## config.mk

```make
export PLATFORM = sky130hd
export DESIGN_NAME = instruction_fetch
export DESIGN_NICKNAME = d
export VERILOG_FILES = /design/src/rtl/instruction_fetch.sv
export SDC_FILE = /design/constraint.sdc
export NUM_CORES = 1
export LEC_CHECK = 0
export BUFFER_PORTS_ARGS = -buffer_cell sky130_fd_sc_hd__buf_2
export CAP_MARGIN = 40
export CORE_MARGIN = 3
export CORE_UTILIZATION = 30
export CTS_CLUSTER_SIZE = 14
export DETAILED_ROUTE_END_ITERATION = 8
export PLACE_DENSITY_LB_ADDON = 0.15
export SLEW_MARGIN = 20
export SYNTH_ARGS = -nofsm -noshare
export SYNTH_HDL_FRONTEND = slang
export SYNTH_SLANG_ARGS = --single-unit
```

## constraint.sdc

```tcl
create_clock -name clock -period 2.13 [get_ports clock]
set_clock_uncertainty 0.05 [all_clocks]
set_input_delay 0.1065 -clock clock [delete_from_list [all_inputs] [get_ports clock]]
set_output_delay 0.1065 -clock clock [all_outputs]
set_load 0.03 [all_outputs]
```

## src/rtl/instruction_fetch.sv

```systemverilog
// Instruction fetch: sequences the PC, reads instruction/immediate words from memory
// and pulses the IR load. Optional memory-timeout fault is enabled by IF_TIMEOUT_EN.
module instruction_fetch #(
    parameter logic [15:0] RESET_VECTOR = 16'h0000
`ifdef IF_TIMEOUT_EN
    ,
    parameter int unsigned TIMEOUT_CYCLES = 255
`endif
) (
    input  logic        clock,
    input  logic        notReset,
    input  logic        next,
    input  logic        fetchImm,
    input  logic        jump,
    input  logic [15:0] jumpAddr,
    output logic [15:0] memAddr,
    output logic        notMemRead,
    input  logic        memReady,
    input  logic [15:0] memData,
    output logic [15:0] irData,
    output logic        irNotLoad,
    output logic [15:0] immOut,
    output logic        immValid,
    output logic [15:0] pc,
    output logic        busy,
    output logic        fault
);

    typedef enum logic [1:0] {
        IDLE    = 2'd0,
        FETCH_I = 2'd1,
        LOAD_I  = 2'd2,
        FETCH_D = 2'd3
    } state_t;

    state_t      state_reg, state_next;
    logic [15:0] pc_reg, pc_next;
    logic [15:0] ir_data_reg, ir_data_next;
    logic [15:0] imm_reg, imm_next;
    logic        imm_valid_reg, imm_valid_next;
    logic        fetching;
    logic        fetch_allowed;
    logic        expired;

    assign fetching = (state_reg == FETCH_I) || (state_reg == FETCH_D);

`ifdef IF_TIMEOUT_EN
    localparam int CNT_W = ($clog2(TIMEOUT_CYCLES + 1) > 8) ? $clog2(TIMEOUT_CYCLES + 1) : 8;
    localparam logic [CNT_W-1:0] CNT_LAST = CNT_W'(TIMEOUT_CYCLES - 1);

    logic [CNT_W-1:0] cnt_reg, cnt_next;
    logic             fault_reg, fault_next;

    assign expired       = fetching && (cnt_reg == CNT_LAST);
    assign fetch_allowed = !fault_reg;
    assign fault         = fault_reg;

    // Counter is zero whenever IDLE, so every fetch starts its wait budget afresh.
    always_comb begin
        cnt_next   = cnt_reg;
        fault_next = fault_reg;
        if (state_reg == IDLE) begin
            cnt_next = '0;
        end else if (fetching && !memReady) begin
            if (expired) begin
                fault_next = 1'b1;
            end else begin
                cnt_next = cnt_reg + 1'b1;
            end
        end
    end

    always_ff @(posedge clock) begin
        if (!notReset) begin
            cnt_reg   <= '0;
            fault_reg <= 1'b0;
        end else begin
            cnt_reg   <= cnt_next;
            fault_reg <= fault_next;
        end
    end
`else
    assign expired       = 1'b0;
    assign fetch_allowed = 1'b1;
    assign fault         = 1'b0;
`endif

    always_comb begin
        state_next     = state_reg;
        pc_next        = pc_reg;
        ir_data_next   = ir_data_reg;
        imm_next       = imm_reg;
        imm_valid_next = imm_valid_reg;
        case (state_reg)
            IDLE: begin
                if (jump) begin
                    pc_next        = jumpAddr;
                    imm_valid_next = 1'b0;
                end else if (next && fetch_allowed) begin
                    imm_valid_next = 1'b0;
                    state_next     = FETCH_I;
                end else if (fetchImm && fetch_allowed) begin
                    state_next = FETCH_D;
                end
            end
            FETCH_I: begin
                if (memReady) begin
                    ir_data_next = memData;
                    state_next   = LOAD_I;
                end else if (expired) begin
                    state_next = IDLE;
                end
            end
            LOAD_I: begin
                pc_next    = pc_reg + 16'd1;
                state_next = IDLE;
            end
            FETCH_D: begin
                if (memReady) begin
                    imm_next       = memData;
                    imm_valid_next = 1'b1;
                    pc_next        = pc_reg + 16'd1;
                    state_next     = IDLE;
                end else if (expired) begin
                    state_next = IDLE;
                end
            end
            default: state_next = IDLE;
        endcase
    end

    always_ff @(posedge clock) begin
        if (!notReset) begin
            state_reg     <= IDLE;
            pc_reg        <= RESET_VECTOR;
            ir_data_reg   <= 16'h0000;
            imm_reg       <= 16'h0000;
            imm_valid_reg <= 1'b0;
        end else begin
            state_reg     <= state_next;
            pc_reg        <= pc_next;
            ir_data_reg   <= ir_data_next;
            imm_reg       <= imm_next;
            imm_valid_reg <= imm_valid_next;
        end
    end

    // Strobes decode straight from the state register so they are glitch-free Moore outputs.
    assign notMemRead = !fetching;
    assign irNotLoad  = (state_reg != LOAD_I);
    assign busy       = (state_reg != IDLE);
    assign memAddr    = pc_reg;
    assign pc         = pc_reg;
    assign irData     = ir_data_reg;
    assign immOut     = imm_reg;
    assign immValid   = imm_valid_reg;

endmodule

```

==> results.md <==
Outcome:
- The run finished with clean final reports.

Pwr:
- The leakage power total is approximately 1.4 nW.
- In this run the power density over the cells is 714 mW/mm².
- The total power is about 0.0023 W.
- The maximum resistive drop on vdd is between 0.2 and 0.3 mV.

Setup path:
- The data required time of the worst path is 2.31 ns.
- The type of destination of the critical path is a flip-flop.
- Along the worst path, the maximum fanout reaches 8.
- The startpoint type of the worst setup path is a flip-flop.
- The class of the most critical setup path is reg2reg.
- Data on the critical path arrives at its endpoint at 1.99 ns.

Floorplan:
- For this design the top-level I/O count stands at 107.
- In this run the horizontal extent of the chip is between 90 and 100 µm.
- The initial utilization of the core area, before any placement, comes to 0.315.
- Measured along the y axis, the die boundary spans between 90 and 100 µm.
- After floorplanning, the core was divided into 32 placement rows.
- The floorplan step defined a die boundary enclosing between 0.009 and 0.01 mm².
- The core area is 0.00785 mm².

Routing:
- The top layer reached by signal wires is met4.
- Using the TritonRoute via totals, the vias-per-cell ratio works out to between 4 and 5.
- The count of antenna-violating nets left after detailed routing is 0.
- The count of vias placed by the detailed router is approximately 2500.
- The final wirelength is 7430 µm.
- The number of optimization iterations in the first detailed-route pass is 4.
- The number of DRC violations after detailed routing is 0.
- The met3 wire length is around 360 µm.
- Dividing the detail-routed wire length by the instance count gives about 14 µm.
- The starting DRC count in detailed routing is 83.
- The total met2 wirelength after detailed routing is 3290 µm.
- The routed metal-1 wire length is about 3700 µm.

Layout:
- The net count of the finished layout is 457.
- The number of diodes is 0.
- The fraction of layout cells with a size suffix above 1 is 0.296.
- The non-filler instance count after layout is 521.
- Leaving out fill and tap cells, the most frequent cell in the layout is buf_2.
- In the layout the commonest cells are 105 x buf_2, 76 x nand2_1, 51 x dfxtp_1, 37 x a21oi_1, 16 x dlygate4sd3_1.
- Relative to the synthesized area, the layout overhead comes to 30.7%.
- Once layout is complete, the utilization of the core stands at 0.412.

GRT:
- Entering global routing, the biggest net connects 35 pins.
- The initial antenna violation count is 0.
- The total congestion overflow after global routing is 0.
- In the global route stage, overall resource usage came out at 0.155.
- The via count of the first global-routing pass was approximately 2300.
- The first-pass GRT wire length is ~12000 µm.

Clock network:
- In this run the number of H-tree levels came out at 2.
- Counting along the longest clock path gives a buffer depth of 2.
- The TritonCTS clock tree is built.
- Counting every sink on the clock net gives around 50.
- Buffers inserted during clock tree synthesis total 5.
- At the later pin of the worst-skew pair, clock insertion delay measures ~0.31 ns.
- In this run, post-CTS repair resized a total of 0 instances.
- The clock transition at the register clock pins on the worst setup and hold paths after CTS is about 0.1 ns.
- The root buffer cell is clkbuf_8.

Timing:
- The final-report max-slew violation count is 0.
- Static timing analysis puts the maximum clock frequency at 553 MHz.
- Headroom to the max-slew limit came out at 0.581.
- Setup repair after global routing left no endpoint under its margin.
- The final total negative setup slack is 0 ns.
- The final hold violation count came to 0.
- The setup-violating endpoint count in the final report is 0.
- The final period demand of the worst path is ~1.8 ns.
- The transition time at the pin with the least slew margin is between 0.6 and 0.7 ns.
- Dividing the final minimum period by the clock period gives 0.849.

Synth:
- The synthesized area per cell is between 7 and 8 µm².
- The biggest area contributor in the post-synthesis netlist is dfxtp_1.
- The fraction of post-synthesis cell area in the top cell type by area is 0.413.
- After synthesis the netlist holds a flip-flop and latch count of 51.
- The number of nets in the synthesized netlist is about 360.
- The cell count after synthesis is 320.
- The mapped netlist covers between 0.002 and 0.0025 mm².
- The proportion of synthesized chip area in sequential cells is 0.413.
- After synthesis, the cell types taking the most area are dfxtp_1 41%, nand2_1 12%, a21oi_1 7.5%, buf_4 5.8%, nand3_1 2.6%.
- Yosys mapped the design onto 44 distinct sky130hd cell types.
- The yosys synthesis warning count is 0.

Placed design:
- Routability-driven placement finished with a final weighted congestion of 0.739.
- After legalization and detailed placement, the total HPWL measured 5070 µm.
- The number of buffer cells added on primary ports is 105.
- The number of placed instances, taps included, is approximately 500.

Run:
- The tool flagged a number of max-cap violations equal to 0.

Min path:
- The kind of path behind the tightest hold check is in2reg.
## logic make-up (layout without fill, tap and decap cells)
family / Yosys count / count (layout) / synth area share
fa+ha+maj: 1 / 1 / 0.00505
buf+inv: 45 / 144 / 0.106
simple gates: 147 / 147 / 0.287
compound gates: 73 / 73 / 0.180
flops: 51 / 51 / 0.413
mux: 2 / 2 / 0.00809
other cells: 1 / 1 / 0.00152
## final timing paths
check,startpoint,to,slack [ns],depth (start not counted)
max reg2reg,memAddr[0],memAddr[14],0.32,5
min reg2reg,immOut[11],immOut[11],0.41,2
min,jumpAddr[6],memAddr[6],0.05,3
max,memAddr[0],memAddr[14],0.32,5
## area by class of cell
| class | instances | area [µm²] |
|---|---|---|
| clock buffers | 6 | 82.6 |
| clock inverters | 2 | 38.8 |
| fillers | 868 | 4610 |
| inverters | 7 | 26.3 |
| multi-input cells | 224 | 1190 |
| flip-flops and latches | 51 | 1020 |
| well taps | 102 | 128 |
| repair buffers | 129 | 746 |
## synth_stat cells, drive strengths merged
cell          count
o22ai             2
nor2             13
inv               6
conb              1
nor3b             1
buf              25
clkinv            1
o221ai            6
and2              4
a21oi            37
a211oi            4
nand4            11
nand4b            2
nor3              6
dfxtp            51
a22oi             8
ha                1
nor2b             8
nor4              3
o211a             1
and3              1
and4              2
and4b             1
o21ai             5
or4b              1
a31oi             4
nand2b            3
a2bb2oi           1
o211ai            4
or2               2
a21o              1
nand2            76
mux2i             2
clkbuf           12
nand3            13
dlymetal6s2s      1
## power by group
part | total (W) | internal (W) | leakage, nW | switching [W]
logic | 0.000501 | 0.000174 | 0.913 | 0.000327
registers | 0.00107 | 0.000997 | 0.415 | 0.0000692
clock network | 0.000740 | 0.000387 | 0.0618 | 0.000353
## repair_timing
action,in CTS,in global routing
hold buffers,16,0
buffers inserted,0,0
endpoints found under the hold margin,32,0
setup endpoints to repair,0,0
## through the flow
stage                     area [µm²]  hold slack, ns  worst slack, ns
after CTS                       3230          0.0394            0.325
after detailed placement        2950           0.317            0.363
after global placement          2950           0.311            0.403
final                           3230          0.0509            0.322
after floorplan                 2470           0.193            0.366
after global routing            3230          0.0731            0.140
## worst max-delay path, cell delays in order, from the launching register on
cell and delay, ns:
dfxtp_1 0.51, ha_1 0.26, nand3_1 0.26, nor4_1 0.42, nand4_1 0.14, o221ai_1 0.09
## routing by layer
layer	vias up	global-route usage
li1	1287	-
met3	7	0.0375
met4	0	0.0454
met1	1156	0.221
met5	-	0
met2	66	0.230
No activity file was read; power rests on OpenSTA's default activity.
